## config.mk

```make
export PLATFORM = sky130hd
export DESIGN_NAME = seq_divider16_flat
export DESIGN_NICKNAME = d
export VERILOG_FILES = /design/src/rtl/divider_pkg.sv /design/src/rtl/seq_divider16_if.sv /design/src/rtl/divider_sub_stage.sv /design/src/rtl/seq_divider16.sv /design/src/flat_wrapper.sv
export SDC_FILE = /design/constraint.sdc
export NUM_CORES = 1
export LEC_CHECK = 0
export CAP_MARGIN = 20
export CORE_MARGIN = 1
export CORE_UTILIZATION = 45
export DETAILED_ROUTE_END_ITERATION = 12
export MAX_ROUTING_LAYER = met4
export PLACE_DENSITY_LB_ADDON = 0.12
export SETUP_SLACK_MARGIN = 0.2
export SYNTH_ARGS = -nofsm -noshare
export SYNTH_HDL_FRONTEND = slang
export SYNTH_SLANG_ARGS = --single-unit
```

## constraint.sdc

```tcl
create_clock -name Clk -period 11 [get_ports Clk]
set_input_delay 1.65 -clock Clk [delete_from_list [all_inputs] [get_ports Clk]]
set_output_delay 1.65 -clock Clk [all_outputs]
set_load 0.1 [all_outputs]
```

## src/rtl/divider_pkg.sv

```systemverilog
// Shared definitions for the sequential restoring divider: state encoding,
// default width and the ripple-adder cell used by the trial subtract.
package divider_pkg;

    localparam int DEFAULT_WIDTH = 16;

    typedef enum logic [1:0] {
        IDLE = 2'd0,
        RUN  = 2'd1,
        DONE = 2'd2
    } divState_e;

    // Counter must hold WIDTH itself, hence one bit more than clog2.
    function automatic int cntWidth(input int width);
        return $clog2(width) + 1;
    endfunction

    // Full-adder cell, returns {carryOut, sum}.
    function automatic logic [1:0] fullAdd(input logic a, input logic b, input logic cin);
        fullAdd = {(a & b) | (a & cin) | (b & cin), a ^ b ^ cin};
    endfunction

endpackage

```

## src/rtl/seq_divider16_if.sv

```systemverilog
// Start/Busy/Done handshake and operand/result bus of the divide unit.
interface seq_divider16_if import divider_pkg::*; #(
    parameter int WIDTH = DEFAULT_WIDTH
) ();

    logic             Start;
    logic [WIDTH-1:0] Dividend;
    logic [WIDTH-1:0] Divisor;
    logic             Busy;
    logic             Done;
    logic [WIDTH-1:0] Quotient;
    logic [WIDTH-1:0] Remainder;
    logic             DivByZero;

    modport master (
        output Start, Dividend, Divisor,
        input  Busy, Done, Quotient, Remainder, DivByZero
    );

    modport slave (
        input  Start, Dividend, Divisor,
        output Busy, Done, Quotient, Remainder, DivByZero
    );

endinterface

```

## src/rtl/divider_sub_stage.sv

```systemverilog
// One restoring-division step: WIDTH+1-bit trial subtract trial - {0,divisor}
// done as a ripple add of the inverted divisor with carry-in forced high.
module divider_sub_stage import divider_pkg::*; #(
    parameter int WIDTH = DEFAULT_WIDTH
) (
    input  logic [WIDTH:0]   trial,
    input  logic [WIDTH-1:0] divisor,
    output logic [WIDTH:0]   diff,
    output logic             noBorrow
);

    logic [WIDTH:0] divisorInv;
    logic [1:0]     faOut;
    logic           carry;

    assign divisorInv = ~{1'b0, divisor};

    // Ripple-carry chain; the final carry-out is the no-borrow flag.
    always_comb begin
        diff  = {(WIDTH + 1){1'b0}};
        carry = 1'b1;
        faOut = 2'b00;
        for (int i = 0; i <= WIDTH; i++) begin
            faOut   = fullAdd(trial[i], divisorInv[i], carry);
            diff[i] = faOut[0];
            carry   = faOut[1];
        end
        noBorrow = carry;
    end

endmodule

```

## src/rtl/seq_divider16.sv

```systemverilog
// Multi-cycle unsigned restoring divider, one quotient bit per clock,
// with a Start/Busy/Done handshake toward the issuing pipeline.
module seq_divider16 import divider_pkg::*; #(
    parameter int WIDTH = DEFAULT_WIDTH
) (
    input  logic               Clk,
    input  logic               ResetN,
    seq_divider16_if.slave     bus
);

    localparam int CntW = cntWidth(WIDTH);
    localparam logic [CntW-1:0] CntLoad = CntW'(WIDTH);
    localparam logic [CntW-1:0] CntOne  = {{(CntW - 1){1'b0}}, 1'b1};

    divState_e        stateR, stateNext;
    logic [WIDTH:0]   remR, remNext;
    logic [WIDTH-1:0] qR, qNext;
    logic [WIDTH-1:0] dR, dNext;
    logic [CntW-1:0]  cntR, cntNext;
    logic             busyR, doneR, dbzR, dbzNext;
    logic [WIDTH-1:0] quotR, quotNext;
    logic [WIDTH-1:0] remOutR, remOutNext;

    logic [WIDTH:0]   trial;
    logic [WIDTH:0]   diff;
    logic             noBorrow;
    logic             unusedRemTop;

    // Restoring keeps R below D, so R's top bit never feeds the next shift.
    assign unusedRemTop = remR[WIDTH];
    assign trial        = {remR[WIDTH-1:0], qR[WIDTH-1]};

    divider_sub_stage #(.WIDTH(WIDTH)) subStage (
        .trial    (trial),
        .divisor  (dR),
        .diff     (diff),
        .noBorrow (noBorrow)
    );

    // Next-state, datapath and result-register update.
    always_comb begin
        stateNext  = stateR;
        remNext    = remR;
        qNext      = qR;
        dNext      = dR;
        cntNext    = cntR;
        quotNext   = quotR;
        remOutNext = remOutR;
        dbzNext    = dbzR;
        case (stateR)
            IDLE, DONE: begin
                if (bus.Start) begin
                    if (bus.Divisor != {WIDTH{1'b0}}) begin
                        dNext     = bus.Divisor;
                        qNext     = bus.Dividend;
                        remNext   = {(WIDTH + 1){1'b0}};
                        cntNext   = CntLoad;
                        dbzNext   = 1'b0;
                        stateNext = RUN;
                    end else begin
                        quotNext   = {WIDTH{1'b1}};
                        remOutNext = bus.Dividend;
                        dbzNext    = 1'b1;
                        stateNext  = DONE;
                    end
                end else begin
                    stateNext = IDLE;
                end
            end
            RUN: begin
                remNext = noBorrow ? diff : trial;
                qNext   = {qR[WIDTH-2:0], noBorrow};
                cntNext = cntR - CntOne;
                if (cntR == CntOne) begin
                    quotNext   = qNext;
                    remOutNext = remNext[WIDTH-1:0];
                    stateNext  = DONE;
                end else begin
                    stateNext = RUN;
                end
            end
            default: begin
                stateNext = IDLE;
            end
        endcase
    end

    // State, datapath and registered handshake/result outputs.
    always_ff @(posedge Clk or negedge ResetN) begin
        if (!ResetN) begin
            stateR  <= IDLE;
            remR    <= {(WIDTH + 1){1'b0}};
            qR      <= {WIDTH{1'b0}};
            dR      <= {WIDTH{1'b0}};
            cntR    <= {CntW{1'b0}};
            busyR   <= 1'b0;
            doneR   <= 1'b0;
            dbzR    <= 1'b0;
            quotR   <= {WIDTH{1'b0}};
            remOutR <= {WIDTH{1'b0}};
        end else begin
            stateR  <= stateNext;
            remR    <= remNext;
            qR      <= qNext;
            dR      <= dNext;
            cntR    <= cntNext;
            busyR   <= (stateNext == RUN);
            doneR   <= (stateNext == DONE);
            dbzR    <= dbzNext;
            quotR   <= quotNext;
            remOutR <= remOutNext;
        end
    end

    assign bus.Busy      = busyR;
    assign bus.Done      = doneR;
    assign bus.DivByZero = dbzR;
    assign bus.Quotient  = quotR;
    assign bus.Remainder = remOutR;

endmodule

```

## src/flat_wrapper.sv

```systemverilog
// flat-port wrapper written by rule: the top's interface ports become plain ports
module seq_divider16_flat import divider_pkg::*;
#(
    parameter int WIDTH = DEFAULT_WIDTH
)
  (Clk, ResetN, bus_Start, bus_Dividend, bus_Divisor, bus_Busy, bus_Done, bus_Quotient, bus_Remainder, bus_DivByZero);
  seq_divider16_if #(.WIDTH(WIDTH)) bus_i ();
  input  logic Clk;
  input  logic ResetN;
  input wire logic [$bits(bus_i.Start)-1:0] bus_Start;
  input wire logic [$bits(bus_i.Dividend)-1:0] bus_Dividend;
  input wire logic [$bits(bus_i.Divisor)-1:0] bus_Divisor;
  output wire logic [$bits(bus_i.Busy)-1:0] bus_Busy;
  output wire logic [$bits(bus_i.Done)-1:0] bus_Done;
  output wire logic [$bits(bus_i.Quotient)-1:0] bus_Quotient;
  output wire logic [$bits(bus_i.Remainder)-1:0] bus_Remainder;
  output wire logic [$bits(bus_i.DivByZero)-1:0] bus_DivByZero;
  assign bus_i.Start = bus_Start;
  assign bus_i.Dividend = bus_Dividend;
  assign bus_i.Divisor = bus_Divisor;
  assign bus_Busy = bus_i.Busy;
  assign bus_Done = bus_i.Done;
  assign bus_Quotient = bus_i.Quotient;
  assign bus_Remainder = bus_i.Remainder;
  assign bus_DivByZero = bus_i.DivByZero;
  seq_divider16 #(.WIDTH(WIDTH)) u_core (.Clk(Clk), .ResetN(ResetN), .bus(bus_i));
endmodule
```

==> Word-level counts from Yosys, hierarchy flattened <==
Cells that the tools add are included.
{ "totals": {"word_cells": 167, "regBits": 90, "inputBits": 35} }
{ "classes": {"addsub": 1, "n_eq_ne": 9, "reduce_logical": 8, "n_bitwise": 116, "n_mux": 23} }
{ "op_table": {"columns": ["cell", "n"], "rows": [
  ["$mux W16", 11],
  ["$pmux W16 S2", 4],
  ["$and A1 B1 Y1", 49],
  ["$or A1 B1 Y1", 34],
  ["$xor A1 B1 Y1", 31],
  ["$not A16 Y17", 1],
  ["$reduce_bool A16 Y1", 1],
  ["$mux W5", 2],
  ["$pmux W5 S2", 1],
  ["$mux W2", 3],
  ["$reduce_and A3 Y1", 2],
  ["$eq A5 B1 Y1 const B", 1],
  ["$sub A5 B1 Y5 const B", 1],
  ["$eq A2 B1 Y1 const B", 2],
  ["$eq A2 B2 Y1 const B", 2],
  ["$ne A2 B1 Y1 const B", 2],
  ["$ne A2 B2 Y1 const B", 2],
  ["$pmux W2 S2", 1],
  ["$reduce_and A4 Y1", 1],
  ["$logic_not A2 Y1", 1],
  ["$reduce_and A2 Y1", 1],
  ["$reduce_bool A2 Y1", 1],
  ["$reduce_or A2 Y1", 1],
  ["$mux W1", 1],
  ["$not A1 Y1", 1]
]} }

==> Depth between registers and ports, before layout <==
{ "logic_depth": {"depth_word": 55, "mapped_depth": 24} }

==> Modules after synthesis <==
Synthesis repeated with hierarchy kept, for this count alone.
{ "hier_totals": {"cells_unflattened": 433, "area_unflattened_um2": 4376.7} }
{ "by_module_without_submodules": {"columns": ["module", "instances", "area_each_um2", "seq_area_each_um2", "cells_per_inst"], "rows": [
  ["seq_divider16", 1, 3920.0, 2252.2, 381],
  ["divider_sub_stage", 1, 456.7, 0.0, 52]
]} }

==> Worst setup path before layout <==
OpenSTA, ideal clock, no wires.
{ "synth_path": {"path_kind": "register to register", "from": "register u_core.dR[0]", "to": "register u_core.remOutR[12] (netlist: u_core.bus.Remainder[12])", "period_less_slack_ps": 8201, "stages_incl_launch_ff": 24, "t_arrival_ps": 8132, "required_time_ps": 10931, "slack_ps": 2799, "path_cell_list": "dfrtp_1 ha_1 fa_1 fa_1 fa_1 fa_1 fa_1 fa_1 fa_1 fa_1 fa_1 fa_1 fa_1 fa_1 fa_1 fa_1 inv_1 fa_1 or2_1 clkbuf_1 clkbuf_1 o21ai_0 a21oi_1 mux2_2"} }
{ "synth_between": {"elab_chain_cells": 55, "elab_cells_between_ends": 72, "cone_classes": "3 x mux; 69 x bitwise"} }
{ "synth_rtl": {"columns": ["element", "line", "rtl"], "rows": [
  ["from (decl)", "seq_divider16.sv:18", "logic [WIDTH-1:0] dR, dNext;"],
  ["from (signal assigned)", "seq_divider16.sv:94", "dR <= {WIDTH{1'b0}};"],
  ["from (signal assigned)", "seq_divider16.sv:105", "dR <= dNext;"],
  ["$not A16 Y17 (*)", "divider_sub_stage.sv:16", "assign divisorInv = ~{1'b0, divisor};"],
  ["$and A1 B1 Y1", "divider_pkg.sv:20", "fullAdd = {(a & b) | (a & cin) | (b & cin), a ^ b ^ cin};"],
  ["$or A1 B1 Y1", "divider_pkg.sv:20", null],
  ["$or A1 B1 Y1 (*)", "divider_pkg.sv:20", null],
  ["$and A1 B1 Y1", "divider_pkg.sv:20", null],
  ["$or A1 B1 Y1", "divider_pkg.sv:20", null],
  ["$or A1 B1 Y1 (*)", "divider_pkg.sv:20", null],
  ["$and A1 B1 Y1", "divider_pkg.sv:20", null],
  ["(+36 left out)", null, null],
  ["$or A1 B1 Y1 (2 in series)", "divider_pkg.sv:20", null],
  ["$and A1 B1 Y1", "divider_pkg.sv:20", null],
  ["$or A1 B1 Y1 (2 in series)", "divider_pkg.sv:20", null],
  ["$and A1 B1 Y1", "divider_pkg.sv:20", null],
  ["$or A1 B1 Y1 (2 in series)", "divider_pkg.sv:20", null],
  ["$mux W16 (*)", "seq_divider16.sv:71", "remNext = noBorrow ? diff : trial;"],
  ["$mux W16 (*)", "seq_divider16.sv:74", "if (cntR == CntOne) begin"],
  ["$pmux W16 S2 (*)", "seq_divider16.sv:50", "case (stateR)"],
  ["to (signal assigned)", "seq_divider16.sv:100", "remOutR <= {WIDTH{1'b0}};"],
  ["to (signal assigned)", "seq_divider16.sv:111", "remOutR <= remOutNext;"],
  ["to (decl)", "seq_divider16.sv:22", "logic [WIDTH-1:0] remOutR, remOutNext;"]
]} }
Mark *: on every way between the ends. The rest lies on a longest branch, timed or not. The select of a mux whose other input is x is not followed.
A chain may end at the register's enable or synchronous reset.

==> Worst setup path in the final report <==
{ "layout_path": {"from": "register u_core.qR[15]", "to": "register u_core.remOutR[15] (netlist: u_core.bus.Remainder[15])"} }
{ "layout_between": {"elab_chain_cells": 54, "elab_cells_between_ends": 71, "cone_classes": "3 x mux; 68 x bitwise"} }
{ "layout_rtl": {"columns": ["element", "line", "rtl"], "rows": [
  ["from (decl)", "seq_divider16.sv:17", "logic [WIDTH-1:0] qR, qNext;"],
  ["from (signal assigned)", "seq_divider16.sv:93", "qR <= {WIDTH{1'b0}};"],
  ["from (signal assigned)", "seq_divider16.sv:104", "qR <= qNext;"],
  ["$and A1 B1 Y1", "divider_pkg.sv:20", null],
  ["$or A1 B1 Y1 (*) (2 in series)", "divider_pkg.sv:20", null],
  ["$and A1 B1 Y1", "divider_pkg.sv:20", null],
  ["$or A1 B1 Y1", "divider_pkg.sv:20", null],
  ["$or A1 B1 Y1 (*)", "divider_pkg.sv:20", null],
  ["$and A1 B1 Y1", "divider_pkg.sv:20", null],
  ["$or A1 B1 Y1", "divider_pkg.sv:20", null],
  ["$or A1 B1 Y1 (*)", "divider_pkg.sv:20", null],
  ["(+35 left out)", null, null],
  ["$or A1 B1 Y1 (*)", "divider_pkg.sv:20", null],
  ["$and A1 B1 Y1", "divider_pkg.sv:20", null],
  ["$or A1 B1 Y1 (2 in series)", "divider_pkg.sv:20", null],
  ["$and A1 B1 Y1", "divider_pkg.sv:20", null],
  ["$or A1 B1 Y1 (2 in series)", "divider_pkg.sv:20", null],
  ["$mux W16 (*)", "seq_divider16.sv:71", null],
  ["$mux W16 (*)", "seq_divider16.sv:74", null],
  ["$pmux W16 S2 (*)", "seq_divider16.sv:50", null]
]} }
Marks and branches as above.

==> flow_summary.json <==
{
  "overflow": 0,
  "rsz0062_at_grt": "false",
  "rows": 35,
  "worstPathCellList": "inv_1 > ha_1 > fa_1 > fa_1 > fa_1 > fa_1 > fa_1 > fa_1 > fa_1 > fa_1 > fa_1 > fa_1 > fa_1 > fa_1 > fa_1 > fa_1 > inv_1 > fa_1 > or2_1 > mux2i_1 > a21oi_1 > mux2_2",
  "syn-instance-count": 427,
  "fin_crit_sh_pct": 81.2,
  "cap_violations": 0,
  "path_buf_inv": 2,
  "ys_warn_count": 0,
  "met3_usage_pct": 4.04,
  "final_net_count": 539,
  "cp_data_required_time_ns": 11.25,
  "postCtsHoldBufs": 0,
  "ys_async_sr_fraction_pct": 100,
  "setup_viol": 0,
  "path_class": "register to register",
  "dieArea_mm2": 0.0101,
  "cts.repair.resized": 0,
  "worstMarginPinSlew_ns": 0.991,
  "first_global_vias": 3233,
  "syn_area_per_cell_um2": 10.2,
  "clk_pin_slew_ns": 0.10,
  "ys_ff_latch": 90,
  "synth_top_area_share_pct": 51.7,
  "synth_nets": 480,
  "yosysMostFrequentCell": "dfrtp_1",
  "fmax_mhz": 112,
  "tritoncts": "done",
  "cp_top_family": "adder cells",
  "grt_pass1_wl_um": 16400,
  "final_max_slew_viol_count": 0,
  "cts_root_buf": "clkbuf_8",
  "insertion_delay_ns": 0.36,
  "arrival_ns": 9.18,
  "gr-usage-all-layers_pct": 21.7,
  "globalRouteMet1Util_pct": 33.2,
  "synth_top_area_cell": "dfrtp_1",
  "portBuffers": 69,
  "slowest_delay_ns": 0.48,
  "relSlewSlack_pct": 33.7,
  "grt_most_used_layer": "met1",
  "met2_usage_pct": 30.2,
  "htreeDepth": 3,
  "ant_nets": 0,
  "fin_crit_ns": 8.93,
  "layout-drive-gt1-share_pct": 9.37,
  "critPathLaunchType": "register",
  "skew_ns": 0.0109,
  "antenna_found_initial": 0,
  "synth_cell_types": 32,
  "pin_count": 70,
  "timing.final.hold_violations": 0,
  "firstDrtPassIters": 4,
  "slowest_stage": "fa_1",
  "ys_seq_area_share_pct": 51.7,
  "wl_per_cell_um": 15.8,
  "cp_max_fo": 17,
  "clock-sinks": 90,
  "drtIter0Drc": 104,
  "synthTopCellsByArea": "dfrtp_1 (52%), fa_1 (6.9%), o21ai_0 (5.9%)",
  "die_h_um": 100,
  "cp_common_cell": "fa_1",
  "drt-total-wl_um": 9800,
  "synth_area_mm2": 0.00436,
  "postCtsSetupRepairBufs": 0,
  "place_congestion": 0.803,
  "cts_buffer_depth": 2,
  "ys.flop_type": "dfrtp_1",
  "grt_max_degree": 65,
  "avgViaCountPerCell": 5.13,
  "critPathCaptureType": "register",
  "dp_hpwl_um": 6710,
  "synth_common_cells": "dfrtp_1 (90), nand2_1 (60), o21ai_0 (51)",
  "status": "completed",
  "min_path_type": "register to register",
  "core_area_mm2": 0.00933,
  "totalNegativeSetupSlack_ns": 0,
  "fp.dieW_um": 100,
  "vias": 3178,
  "synth_edf_count": 0,
  "route.detailed.drc": 0,
  "syn_to_final_growth_pct": 23.0,
  "cts_buffers": 9,
  "start_util_pct": 46.7,
  "diodes": 0
}
## cells by family after synthesis
group	count (synthesis)	share of synthesized area [%]
adders and majority gates	18	7.75
AOI/OAI and AO/OA	100	13.1
buffers and inverters	54	5.17
and+or+nand+nor	129	13.5
DFF	90	51.7
muxes	33	8.27
xor gates and xnor gates	3	0.603
## routing by layer
metal,routed length [um],share of wire [%]
met1,5030,51
met2,4330,44
met3,372,3.8
met4,65,0.66
met5,0,0
## layout make-up
| cell class | instances | area [um2] |
|---|---|---|
| clock buffer | 10 | 138 |
| clock inverter | 6 | 72.6 |
| fill | 826 | 3970 |
| inverter | 27 | 101 |
| multi-input combinational | 283 | 1900 |
| sequential | 90 | 2250 |
| tap | 129 | 161 |
| timing repair buffer | 75 | 733 |
## flip-flops by register name (all words and copies together), names as in the netlist
signal / count
u_core.bus.Busy: 1
u_core.bus.DivByZero: 1
u_core.cntR: 5
u_core.bus.Remainder: 16
u_core.bus.Quotient: 16
u_core.bus.Done: 1
u_core.stateR: 2
u_core.remR: 16
u_core.dR: 16
u_core.qR: 16
## cell usage in the layout (no fill, tap or decap), types with 6 or more instances in the layout
master | netlist | layout
a21oi_1 | 26 | 26
nand3_1 | 16 | 16
o21ai_0 | 51 | 51
mux2i_1 | 9 | 9
nand2_1 | 60 | 60
nor2_1 | 27 | 27
dfrtp_1 | 90 | 90
a21boi_0 | 8 | 8
inv_1 | 27 | 27
nor3_1 | 7 | 7
clkdlybuf4s50_1 | 0 | 68
fa_1 | 15 | 15
mux2_2 | 16 | 16
a211oi_1 | 6 | 6
buf_4 | 0 | 7
clkbuf_8 | 0 | 10
mux2_1 | 8 | 8
nand2b_1 | 10 | 10
## per-stage QoR
stage	cell area, um2	worst slack [ns]	hold slack (ns)	instances	util (%)
6_report	5360	2.07	0.497	620	57.5
5_1_grt	5360	1.67	0.516	620	57.5
4_1_cts	5360	2.02	0.504	620	57.5
3_5_place_dp	5150	2.08	0.478	604	55.2
3_3_place_gp	5150	2.27	0.467	604	55.2
2_1_floorplan	4360	2.80	0.452	427	-
## worst register-to-register path, stage by stage, from the launching register on
cell and delay [ns]:
dfrtp_1 0.38, inv_1 0.05, ha_1 0.20, fa_1 0.46, fa_1 0.46, fa_1 0.46, fa_1 0.47, fa_1 0.46
fa_1 0.47, fa_1 0.46, fa_1 0.46, fa_1 0.46, fa_1 0.47, fa_1 0.47, fa_1 0.47, fa_1 0.48
fa_1 0.44, inv_1 0.09, fa_1 0.45, or2_1 0.49, mux2i_1 0.32, a21oi_1 0.10, mux2_2 0.28
## worst paths after layout
kind	from	depth (start not counted)	end	slack [ns]
max	u_core.qR[15]	22	u_core.bus.Remainder[15]	2.07
min	u_core.bus.Quotient[9]	1	u_core.bus.Quotient[9]	0.50
max reg2reg	u_core.qR[15]	22	u_core.bus.Remainder[15]	2.07
min reg2reg	u_core.bus.Quotient[9]	1	u_core.bus.Quotient[9]	0.50
max in group asynchronous	ResetN	2	u_core.bus.Remainder[10]	8.72
min in group asynchronous	ResetN	1	u_core.bus.Quotient[0]	1.19
Power is left out: the tool's default activity adds up to more than one toggle a clock period on the data nets, which glitch-free logic cannot reach.
